$ cat src/rtl/alu_pkg.sv
// alu_pkg: ALU control codes and arbiter FSM
// states shared by the ALU-sharing slice.
package alu_pkg;

  localparam logic [3:0] ALU_ADD = 4'b0000;
  localparam logic [3:0] ALU_SUB = 4'b0001;
  localparam logic [3:0] ALU_AND = 4'b0010;
  localparam logic [3:0] ALU_OR  = 4'b0011;
  localparam logic [3:0] ALU_XOR = 4'b0100;
  localparam logic [3:0] ALU_SLL = 4'b0101;
  localparam logic [3:0] ALU_SRL = 4'b0110;
  localparam logic [3:0] ALU_SRA = 4'b0111;

  typedef enum logic [1:0] {
    IDLE = 2'd0,
    EXEC = 2'd1,
    RESP = 2'd2
  } arb_state_t;

endpackage

$ cat src/rtl/alu_share_arbiter_rr.sv
// rr_arbiter: combinational round-robin pick,
// first set request at or after ptr, wrapping.
module rr_arbiter #(
  parameter int N = 2,
  localparam int W = $clog2(N)
) (
  input  logic [N-1:0] req,
  input  logic [W-1:0] ptr,
  output logic [N-1:0] gnt_onehot,
  output logic [W-1:0] gnt_idx,
  output logic         any_gnt
);

  // Scan N slots starting at ptr; first hit wins.
  always_comb begin
    int s;
    logic [W-1:0] idx;
    gnt_onehot = '0;
    gnt_idx    = '0;
    any_gnt    = 1'b0;
    s          = 0;
    idx        = '0;
    for (int i = 0; i < N; i++) begin
      s = int'(ptr) + i;
      if (s >= N) s = s - N;
      idx = W'(s);
      if (!any_gnt && req[idx]) begin
        any_gnt         = 1'b1;
        gnt_idx         = idx;
        gnt_onehot[idx] = 1'b1;
      end
    end
  end

endmodule

$ cat src/rtl/alu_share_arbiter.sv
// alu_share_arbiter: round-robin sharing of one
// external ALU; capture -> execute -> hold result.
module alu_share_arbiter
  import alu_pkg::*;
#(
  parameter int NUM_REQ = 2,
  parameter int XLEN    = 32
) (
  input  logic                    clk,
  input  logic                    rst_n,
  input  logic [NUM_REQ-1:0]      req_valid,
  output logic [NUM_REQ-1:0]      req_ready,
  input  logic [NUM_REQ*XLEN-1:0] req_a,
  input  logic [NUM_REQ*XLEN-1:0] req_b,
  input  logic [NUM_REQ*4-1:0]    req_op,
  output logic [XLEN-1:0]         alu_a,
  output logic [XLEN-1:0]         alu_b,
  output logic [3:0]              alu_ctrl,
  input  logic [XLEN-1:0]         alu_result,
  input  logic                    alu_zero,
  output logic [NUM_REQ-1:0]      rsp_valid,
  input  logic [NUM_REQ-1:0]      rsp_ready,
  output logic [XLEN-1:0]         rsp_result,
  output logic                    rsp_zero
);

  localparam int PW = $clog2(NUM_REQ);
  localparam logic [PW-1:0] LAST = PW'(NUM_REQ - 1);

  arb_state_t         state_q, state_d;
  logic [PW-1:0]      ptr_q, ptr_d;
  logic [PW-1:0]      owner_q, owner_d;
  logic [NUM_REQ-1:0] vld_q, vld_d;
  logic [XLEN-1:0]    a_q, a_d, b_q, b_d;
  logic [XLEN-1:0]    res_q, res_d;
  logic [3:0]         ctrl_q, ctrl_d;
  logic               zero_q, zero_d;

  logic [NUM_REQ-1:0] gnt_oh;
  logic [PW-1:0]      gnt_idx;
  logic               any_gnt;

  rr_arbiter #(.N(NUM_REQ)) u_rr (
    .req        (req_valid),
    .ptr        (ptr_q),
    .gnt_onehot (gnt_oh),
    .gnt_idx    (gnt_idx),
    .any_gnt    (any_gnt)
  );

  // Grants are offered only while idle and out of reset.
  assign req_ready  = (rst_n && state_q == IDLE) ? gnt_oh : '0;
  assign alu_a      = a_q;
  assign alu_b      = b_q;
  assign alu_ctrl   = ctrl_q;
  assign rsp_valid  = vld_q;
  assign rsp_result = res_q;
  assign rsp_zero   = zero_q;

  // Transaction FSM; operand regs keep last issue.
  always_comb begin
    state_d = state_q;
    ptr_d   = ptr_q;
    owner_d = owner_q;
    vld_d   = vld_q;
    a_d     = a_q;
    b_d     = b_q;
    ctrl_d  = ctrl_q;
    res_d   = res_q;
    zero_d  = zero_q;
    case (state_q)
      IDLE: begin
        if (any_gnt) begin
          a_d     = req_a[gnt_idx*XLEN +: XLEN];
          b_d     = req_b[gnt_idx*XLEN +: XLEN];
          ctrl_d  = req_op[gnt_idx*4 +: 4];
          owner_d = gnt_idx;
          ptr_d   = (gnt_idx == LAST) ? '0
                    : gnt_idx + 1'b1;
          state_d = EXEC;
        end
      end
      EXEC: begin
        res_d          = alu_result;
        zero_d         = alu_zero;
        vld_d          = '0;
        vld_d[owner_q] = 1'b1;
        state_d        = RESP;
      end
      RESP: begin
        if (rsp_ready[owner_q]) begin
          vld_d   = '0;
          state_d = IDLE;
        end
      end
      default: state_d = IDLE;
    endcase
  end

  // State and datapath registers, async reset.
  always_ff @(posedge clk or negedge rst_n) begin
    if (!rst_n) begin
      state_q <= IDLE;
      ptr_q   <= '0;
      owner_q <= '0;
      vld_q   <= '0;
      a_q     <= '0;
      b_q     <= '0;
      ctrl_q  <= 4'b0000;
      res_q   <= '0;
      zero_q  <= 1'b0;
    end else begin
      state_q <= state_d;
      ptr_q   <= ptr_d;
      owner_q <= owner_d;
      vld_q   <= vld_d;
      a_q     <= a_d;
      b_q     <= b_d;
      ctrl_q  <= ctrl_d;
      res_q   <= res_d;
      zero_q  <= zero_d;
    end
  end

endmodule
$ cat config.mk
export PLATFORM = sky130hd
export DESIGN_NAME = alu_share_arbiter
export DESIGN_NICKNAME = d
export VERILOG_FILES = /design/src/rtl/alu_pkg.sv /design/src/rtl/alu_share_arbiter_rr.sv /design/src/rtl/alu_share_arbiter.sv
export SDC_FILE = /design/constraint.sdc
export NUM_CORES = 1
export LEC_CHECK = 0
export ABC_CLOCK_PERIOD_IN_PS = 3400
export BUFFER_PORTS_ARGS = -buffer_cell sky130_fd_sc_hd__buf_2
export CAP_MARGIN = 40
export CORE_AREA = 2 2 109 111
export DETAILED_ROUTE_END_ITERATION = 10
export DIE_AREA = 0 0 111 113
export PLACE_DENSITY_LB_ADDON = 0.3
export REMOVE_ABC_BUFFERS = 1
export SLEW_MARGIN = 15
export SYNTH_ARGS = -nofsm -noshare
export SYNTH_HDL_FRONTEND = slang
export SYNTH_SLANG_ARGS = --single-unit
$ cat constraint.sdc
create_clock -name clk -period 3.4 [get_ports clk]
set_clock_uncertainty 0.15 [all_clocks]
set_input_delay 1.02 -clock clk [delete_from_list [all_inputs] [get_ports clk]]
set_output_delay 1.02 -clock clk [all_outputs]
set_load 0.03 [all_outputs]
# Word-level counts from Yosys, hierarchy flattened
# Index checks and enable logic that the tools add are counted.
[op_classes] n_eq_ne=4 reduce_logical=11 bitwise_logic=1 add_sub_neg=4 n_mux=26 shift=3 order_cmp=8
[ops] op="$shiftx 64x7->32" count=2
[ops] op="$mux 1" count=16
[ops] op="$mux 2" count=5
[ops] op="$shiftx 8x4->4" count=1
[ops] op="$lt 1x2->1 const B" count=3
[ops] op="$pmux 2 s3" count=1
[ops] op="$reduce_and 2->1" count=3
[ops] op="$logic_and 1x1->1" count=5
[ops] op="$ne 2x2->1 const B" count=2
[ops] op="$pmux 2 s2" count=1
[ops] op="$demux 1 s1" count=3
[ops] op="$ge 1x1->1 const B" count=3
[ops] op="$add 1x1->2 const B" count=1
[ops] op="$eq 2x1->1 const B" count=1
[ops] op="$eq 2x2->1 const B" count=1
[ops] op="$ge 1x2->1 const B" count=1
[ops] op="$ge 2x2->1 const B" count=1
[ops] op="$logic_not 2->1" count=1
[ops] op="$or 2x2->2" count=1
[ops] op="$reduce_bool 2->1" count=1
[ops] op="$sub 1x1->1 const B" count=2
[ops] op="$add 1x1->1 const B" count=1
[ops] op="$logic_not 1->1" count=1
[totals] inputBits=175 output_inout_bits=105 reg_bits=107

# Longest topological paths before layout
# Gate-level depths: netlist of run 1.
[logic_depth] depth_word=10 mapped_depth=5 depth_no_buf=3

# Modules after synthesis
# Synthesis of run 1 repeated with hierarchy kept, for this count alone.
[unflattened] cells_unflattened=397 area_unflattened_um2=4631.9
[modules_own_cells] module="alu_share_arbiter" cells_each=392 n_inst=1 area_each_um2=4599.4
[modules_own_cells] module="rr_arbiter" cells_each=5 n_inst=1 area_each_um2=32.5

# Worst setup path before layout of run 1
# OpenSTA, ideal clock, no wires.
[synth_timing] path_type="input to output" startpoint="input req_valid[0]" endpoint="output req_ready[1]" t_required_ns=2.230 path_buffers=2 slack_ns=0.358 arrival_time_ns=1.872 path_stages=5 cell_sequence="nand2b_1 and3_1 clkbuf_1 buf_2 and2_1"
[synth_between] elab_chain_cells=7 word_cells_on_any_way=11 classes_between="mux (8); bitwise (1); reduce/logical (2)"
[synth_rtl] item="start: declaration" line="alu_share_arbiter.sv:11" source="input logic [NUM_REQ-1:0] req_valid,"
[synth_rtl] item="$mux 1 (not written as such) (2 in series)" line="alu_share_arbiter_rr.sv:27" source="if (!any_gnt && req[idx]) begin"
[synth_rtl] item="$mux 1" line="alu_share_arbiter_rr.sv:27"
[synth_rtl] item="$logic_not 1->1" line="alu_share_arbiter_rr.sv:27"
[synth_rtl] item="$logic_and 1x1->1" line="alu_share_arbiter_rr.sv:27"
[synth_rtl] item="$mux 2 (*)" line="alu_share_arbiter_rr.sv:27"
[synth_rtl] item="$mux 2 (*)" line="alu_share_arbiter.sv:52" source="assign req_ready = (rst_n && state_q == IDLE) ? gnt_oh : '0;"
[synth_rtl] item="end: declaration" line="alu_share_arbiter.sv:12" source="output logic [NUM_REQ-1:0] req_ready,"
# Mark *: on every way between the ends. The rest lies on a longest branch, timed or not. The select of a mux whose other input is x is not followed.

# Worst setup path after layout of run 1
# Same ends and word-level chain as after synthesis.

==> qor.yml, run 1 <==
clocking:
  cts.path.max_buffers: 2
  root_buffer: "clkbuf_16"
  insertion_delay_to_the_later_sink_of_the_worst_skew_pair_ns: 0.33
  clock_tree_from_tritoncts: "done"
  post_cts_resized: 0
  cts_made_buffers: 9
  htreeDepth: 3
  clkSlewWorstSetupHoldPaths_ns: 0.07
  cts_post_setup_buffers_inserted: 0
  cts.hold.buffers_added: 0
  cts.sink_count: 107
logic_synthesis:
  synth.largest_area_cell: "dfrtp_1"
  synth-async-reset-ratio_pct: 100
  synthTopCellsByArea: "dfrtp_1, a221o_1, o21a_1"
  seq_area_frac_synth_pct: 57.5
  synth_flop_cell: "dfrtp_1"
  syn_avg_cell_area_um2: 11.4
  yosysMostFrequentCell: "dfrtp_1"
  ys_types: 22
  postSynthCellCount: 410
  synth_enable_flop_cells: 0
  synth_top_area_share_pct: 57.5
  count_of_synthesis_stage_warnings_from_yosys: 0
  synth.cell_area_um2: 4660
  netlist_top_cells_count: "dfrtp_1, nand2_1, a221o_1, o21a_1, clkbuf_1"
  ys_seq_elements: 107
floorplanning:
  start_util_pct: 41.3
  area_enclosed_by_the_die_boundary_um2: 12500
  std_cell_rows: 39
  floorplan.die.height_um: 113
  floorplan.die.width_um: 111
  core_area_um2: 11300
  ports: 280
cells_and_area:
  layout-area-overhead-vs-synth_pct: 38.7
  fill_cells: 983
  register_area_um2: 2680
  multiInputGateArea_um2: 1740
  design.final.nets: 846
  post_route_cells_drive_above_1_share_pct: 45.9
  num_antenna_cells: 0
drt:
  drt_via_density: 5.30
  drc_violations_left: 0
  dr.pass1.iters: 4
  post_dr_wirelength_cell_um: 17.3
  totalWireLength_um: 14200
  detail_route.iter0.violations: 327
  via_count: 4337
  ant_nets: 0
grt:
  wire_length_of_the_first_global_routing_pass_um: 22400
  maximum_number_of_pins_on_one_net_before_global_route_repair: 70
  first_global_vias: 4524
  grt_overflow_total: 0
  antenna_found_initial: 0
  grt.total_usage_pct: 22.2
sta:
  tightest_slew_ns: 0.808
  setup_total_negative_slack_ns: 0
  worst_slew_margin_rel_pct: 46.0
  hold_viol: 0
  rsz0062_at_grt: "false"
  final_period_minus_worst_setup_slack_ns: 2.93
  max_clock_freq_mhz: 342
  fin_crit_sh_pct: 86.1
  finalSetupViolations: 0
  minimum_hold_slack_ns: 0.326
  timing.final.max_slew_violations: 0
flow_run:
  maxCapViolations: 0
placement:
  routabilityCongestion: 0.906
  dp.final_hpwl_um: 10400
  io_buffers: 279
setup_path:
  timing.critical_path.to_type: "primary output"
  cp.arrival_ns: 1.76
  timing.critical_path.from_type: "input pin"
  critPathRequiredTime_ns: 2.23
  cp_class: "input pin to primary output"
  critical_path_peak_fanout: 3
pwr:
  powerDensity_nw_per_um2: 1110
  power.static_leakage_nw: 3.44
  vdd_ir_drop_max_uv: 582
  total_power_mw: 7.16
status:
  outcome: "completed"
hold_path:
  hp-class: "flip-flop to flip-flop"
-- area by class of cell --
| type | count | share of cell area, % |
|---|---|---|
| well taps | 143 | 2.77 |
| flip-flops and latches | 107 | 41.4 |
| clock buffers | 10 | 3.70 |
| repair buffers | 289 | 23.8 |
| clock inverters | 6 | 1.36 |
| inverters | 1 | 0.0581 |
| multi-input cells | 263 | 26.9 |
-- per-stage QoR --
stage | cell area [um^2] | std cells | worst slack, ns | util, %
global placement | 6080 | 801 | 0.491 | 53.9
floorplan | 4410 | 371 | -0.550 | -
CTS | 6460 | 819 | 0.477 | 57.3
detailed placement | 6140 | 803 | 0.481 | 54.4
global route | 6460 | 819 | 0.451 | 57.3
finish | 6460 | 819 | 0.472 | 57.3
-- cells by family after synthesis --
logic type	Yosys count	synth area share [%]
and+or+nand+nor	118	10.3
DFF	107	57.5
AOI/OAI and AO/OA	145	26.7
buffers and inverters	40	5.53
-- metal layers --
layer,wire (um),track usage [%]
met5,0,0
met3,1190,5.89
met4,281,8.25
met2,6950,38.6
met1,5750,26.7
-- state kept, by name, summed over array words and instances (netlist names) --
| name | flops |
|---|---|
| alu_a | 32 |
| alu_b | 32 |
| alu_ctrl | 4 |
| owner_q | 1 |
| ptr_q | 1 |
| rsp_result | 32 |
| rsp_valid | 2 |
| rsp_zero | 1 |
| state_q | 2 |
-- path summary, 6_finish.rpt --
path	from	to	slack (ns)	cells past startpoint
worst max register to register	state_q[0]$_DFFE_PN0P_	alu_a[22]$_DFFE_PN0P_	1.17	5
max in group asynchronous	rst_n	rsp_result[29]$_DFFE_PN0P_	1.22	3
worst max-delay path	req_valid[0]	req_ready[1]	0.47	5
worst min register to register	rsp_result[15]$_DFFE_PN0P_	rsp_result[15]$_DFFE_PN0P_	0.33	2
min in group asynchronous	rst_n	alu_a[11]$_DFFE_PN0P_	0.34	1
worst min-delay path	rsp_result[15]$_DFFE_PN0P_	rsp_result[15]$_DFFE_PN0P_	0.33	2
-- critical path: stages --
cell and delay [ns]:
buf_2 0.13, nand2b_1 0.06, and3_2 0.23, and2_1 0.15, buf_2 0.17
-- placed cells by master (no fill, tap or decap), types with 3 or more instances in the layout --
master and instances:
a21oi_1 3, a221o_1 68, buf_2 278, buf_4 7, clkbuf_16 9, dfrtp_1 107
nand2_1 102, nand2b_1 3, o21a_1 68, o21ai_0 3
-- power by group --
part           switching (mW)  internal [mW]  total [mW]  leakage [nW]
registers               0.358           1.90        2.26          1.32
clock network           0.452          0.667        1.12         0.163
logic                    2.42           1.36        3.78          1.96
total                    3.23           3.93        7.16          3.44
No activity file was read; power rests on OpenSTA's default activity.
==> run 2: changes to the inputs <==
Settings changed: SKIP_LAST_GASP set to 1, SYNTH_HIERARCHICAL set to 1.
==> run 2 against run 1 <==
  * Utilization about the same
  * Wire length is 17% lower
  * Total power down 5.2%
  * Flip-flop and latch count stayed put
  * Global-route usage decreased by 3.5 points
  * Cell count fell by 0.49%
  * Die area stayed put
  * Critical path depth fell by 1
  * Count of clock-buffer cells in the layout rose by 1
  * Worst setup slack better by 0.032 ns
  * Non-clock buffer count shrank 3
  * Largest cell class unchanged
  * Highest routed layer unchanged
==> qor.yml, run 2 <==
cells_and_area:
  design.final.nets: 842  # -0.47%
  post_route_cells_drive_above_1_share_pct: 50.0  # +4.1 points
  commonest_cells_after_routing_fill_and_taps_aside: "buf_2, dfrtp_1, a21oi_1"
  layout-area-overhead-vs-synth_pct: 39.6
  layout.cells.most_common: "buf_2"
  final_cells: 815  # -0.49%
  num_antenna_cells: 0  # unchanged
setup_path:
  ff_to_ff_start: "ptr_q$_DFFE_PN0P_"
  worstSetupEndpoint: "req_ready[0]"
  cp.arrival_ns: 1.73  # -0.03 ns
  cp_class: "input pin to primary output"
  critical-path-slowest-cell: "a21boi_0"
  max_stage_delay_ns: 0.19  # -0.04 ns
  timing.critical_path.from_type: "input pin"
  critPathRequiredTime_ns: 2.23  # about the same
  startpoint: "req_valid[0]"
  critical_path_peak_fanout: 4  # +1
  cpMostUsedCell: "buf_2"
  worstPathCellList: "buf_2 > a21boi_0 > and3_1 > buf_2"
  crit-reg2reg-capture: "alu_b[26]$_DFFE_PN0P_"
  timing.critical_path.to_type: "primary output"
  r2r_cells: 5  # unchanged
  setup.reg_to_reg.worst_slack_ns: 1.52  # +0.35 ns
floorplanning:
  core_area_um2: 11300  # unchanged
  ports: 280  # unchanged
  start_util_pct: 41.1  # -0.24 points
  floorplan.die.height_um: 113  # unchanged
  area_enclosed_by_the_die_boundary_um2: 12500  # unchanged
  std_cell_rows: 39  # unchanged
  floorplan.die.width_um: 111  # unchanged
grt:
  grt_util_met3_pct: 6.37  # +0.48 points
  grt.total_usage_pct: 18.7  # -3.5 points
  antenna_found_initial: 0  # unchanged
  grt.busiest_layer: "met2"
  first_global_vias: 3974  # -12%
  grt_overflow_total: 0  # unchanged
  grt.met2_usage_pct: 33.5  # -5.1 points
  wire_length_of_the_first_global_routing_pass_um: 18800  # -16%
  maximum_number_of_pins_on_one_net_before_global_route_repair: 81  # +16%
  grt_use_met1_pct: 20.4  # -6.4 points
pwr:
  powerDensity_nw_per_um2: 1050  # -5.2%
  power.static_leakage_nw: 3.25  # -5.8%
  vdd_ir_drop_max_uv: 648  # +11%
logic_synthesis:
  ys_types: 19  # -14%
  yosys.area_share.xor_xnor_pct: 0  # unchanged
  count_of_synthesis_stage_warnings_from_yosys: 6  # +6
  ys_seq_elements: 107  # unchanged
  synthSimpleGateAreaFrac_pct: 6.92  # -3.3 points
  postSynthCellCount: 397  # -3.2%
  yosysMostFrequentCell: "dfrtp_1"
  seq_area_frac_synth_pct: 57.8  # +0.34 points
  synth.cell_area_um2: 4630  # -0.59%
  synth_enable_flop_cells: 0  # unchanged
  synth-async-reset-ratio_pct: 100  # unchanged
  synth-compound-area-share_pct: 8.75  # -18 points
  syn_avg_cell_area_um2: 11.7  # +2.7%
  synth_top_family_by_area: "multiplexers"
  synthTopCellsByArea: "dfrtp_1, mux2i_1, mux2_2"
  synth-adder-area-share_pct: 0  # unchanged
  synth_top_area_share_pct: 57.8  # +0.34 points
  netlist_top_cells_count: "dfrtp_1, a21oi_1, mux2i_1, nor2_1, mux2_2"
  synth.largest_area_cell: "dfrtp_1"
  synth_flop_cell: "dfrtp_1"
  muxShareOfSynthArea_pct: 22.9  # +23 points
clocking:
  cts.hold.buffers_added: 0  # unchanged
  htreeDepth: 3  # unchanged
  insertion_delay_to_the_later_sink_of_the_worst_skew_pair_ns: 0.34  # about the same
  root_buffer: "clkbuf_16"
  cts.sink_count: 107  # unchanged
  cts_post_setup_buffers_inserted: 0  # unchanged
  clock_tree_from_tritoncts: "done"
  cts_made_buffers: 9  # unchanged
  clkSlewWorstSetupHoldPaths_ns: 0.06  # about the same
  post_cts_resized: 0  # unchanged
  cts.path.max_buffers: 2  # unchanged
sta:
  final_period_minus_worst_setup_slack_ns: 2.90  # -0.0315 ns
  rsz0062_at_grt: "false"
  setup_total_negative_slack_ns: 0  # unchanged
  hold_viol: 0  # unchanged
  timing.final.max_slew_violations: 0  # unchanged
  tightest_slew_ns: 0.711  # -0.0965 ns
  finalSetupViolations: 0  # unchanged
  max_clock_freq_mhz: 345  # +1.1%
  worst_slew_margin_rel_pct: 52.6  # +6.6 points
  fin_crit_sh_pct: 85.2  # -0.93 points
status:
  outcome: "completed"
hold_path:
  hp-class: "input pin to async pin"
drt:
  dr.pass1.iters: 4  # unchanged
  detail_route.iter0.violations: 157  # -52%
  drc_violations_left: 0  # unchanged
  drt_via_density: 4.80  # -9.3%
  totalWireLength_um: 11700  # -17%
  via_count: 3916  # -9.7%
  post_dr_wirelength_cell_um: 14.4  # -17%
  ant_nets: 0  # unchanged
flow_run:
  maxCapViolations: 0  # unchanged
placement:
  dp_cells: 799  # -0.50%
  dp.final_hpwl_um: 9110  # -12%
  io_buffers: 279  # unchanged
  routabilityCongestion: 0.795  # -12%
## run 2: cell types whose count changed in the layout (fill, tap and decap cells not counted), moves of 3 or more
cell / before / now
nand2_1: 102 / 3
a221o_1: 68 / 0
nor2_1: 2 / 69
inv_1: 1 / 4
a21oi_1: 3 / 71
mux2_2: 0 / 33
mux2i_1: 0 / 69
o21a_1: 68 / 0
## run 2: logic make-up after synthesis
kind of cell | Yosys count
buffers and inverters | 31
AOI/OAI and AO/OA | 78
and+or+nand+nor | 79
muxes | 102
DFF | 107
## run 2: worst min-delay path by stage
| stage | start | endpoint | slack [ns] | cells after the start |
|---|---|---|---|---|
| floorplan | owner_q$_DFFE_PN0P_ | rsp_valid[0]$_DFFE_PN0P_ | 0.31 | 1 |
| global placement | owner_q$_DFFE_PN0P_ | rsp_valid[0]$_DFFE_PN0P_ | 0.33 | 1 |
| detailed placement | rsp_result[12]$_DFFE_PN0P_ | rsp_result[12]$_DFFE_PN0P_ | 0.34 | 1 |
| CTS | rst_n | alu_a[10]$_DFFE_PN0P_ | 0.30 | 1 |
| global route | rst_n | alu_a[10]$_DFFE_PN0P_ | 0.30 | 1 |
| finish | rst_n | alu_a[10]$_DFFE_PN0P_ | 0.32 | 1 |
## run 2: critical path: cells and delay by family
kind / cells / cell delay (ns)
and+or+nand+nor: 1 / 0.19
buffers and inverters: 2 / 0.32
AOI/OAI and AO/OA: 1 / 0.19
## run 2: per-stage QoR
step                power, mW  area (um^2)  hold slack (ns)  util, %  worst slack, ns
floorplan                4.79         4480            0.311        -            -5.91
finish                   6.79         6470            0.322     57.4            0.504
CTS                      6.88         6470            0.303     57.4            0.512
global placement         5.64         6130            0.332     54.4            0.585
global route             7.24         6470            0.299     57.4            0.467
detailed placement       5.77         6160            0.342     54.6            0.514
## run 2: layer usage
metal / up-vias / routed length, um
met1: 1816 / 4320
met4: 0 / 233
met5: - / 0
li1: 1907 / -
met3: 21 / 1080
met2: 172 / 6110
## run 2: layout make-up
| cell class | instances | area [um^2] |
|---|---|---|
| Tap cell | 143 | 179 |
| Fill cell | 980 | 4810 |
| Multi-Input combinational cell | 259 | 1810 |
| Clock inverter | 5 | 77.6 |
| Timing Repair Buffer | 286 | 1470 |
| Inverter | 4 | 15.0 |
| Sequential cell | 107 | 2680 |
| Clock buffer | 11 | 233 |
## run 2: power breakdown
group	leakage, nW	total [mW]	switching [mW]	internal [mW]
Sequential	1.21	2.25	0.333	1.92
Combinational	1.89	3.45	2.31	1.14
Clock	0.150	1.09	0.442	0.644
Total	3.25	6.79	3.08	3.70
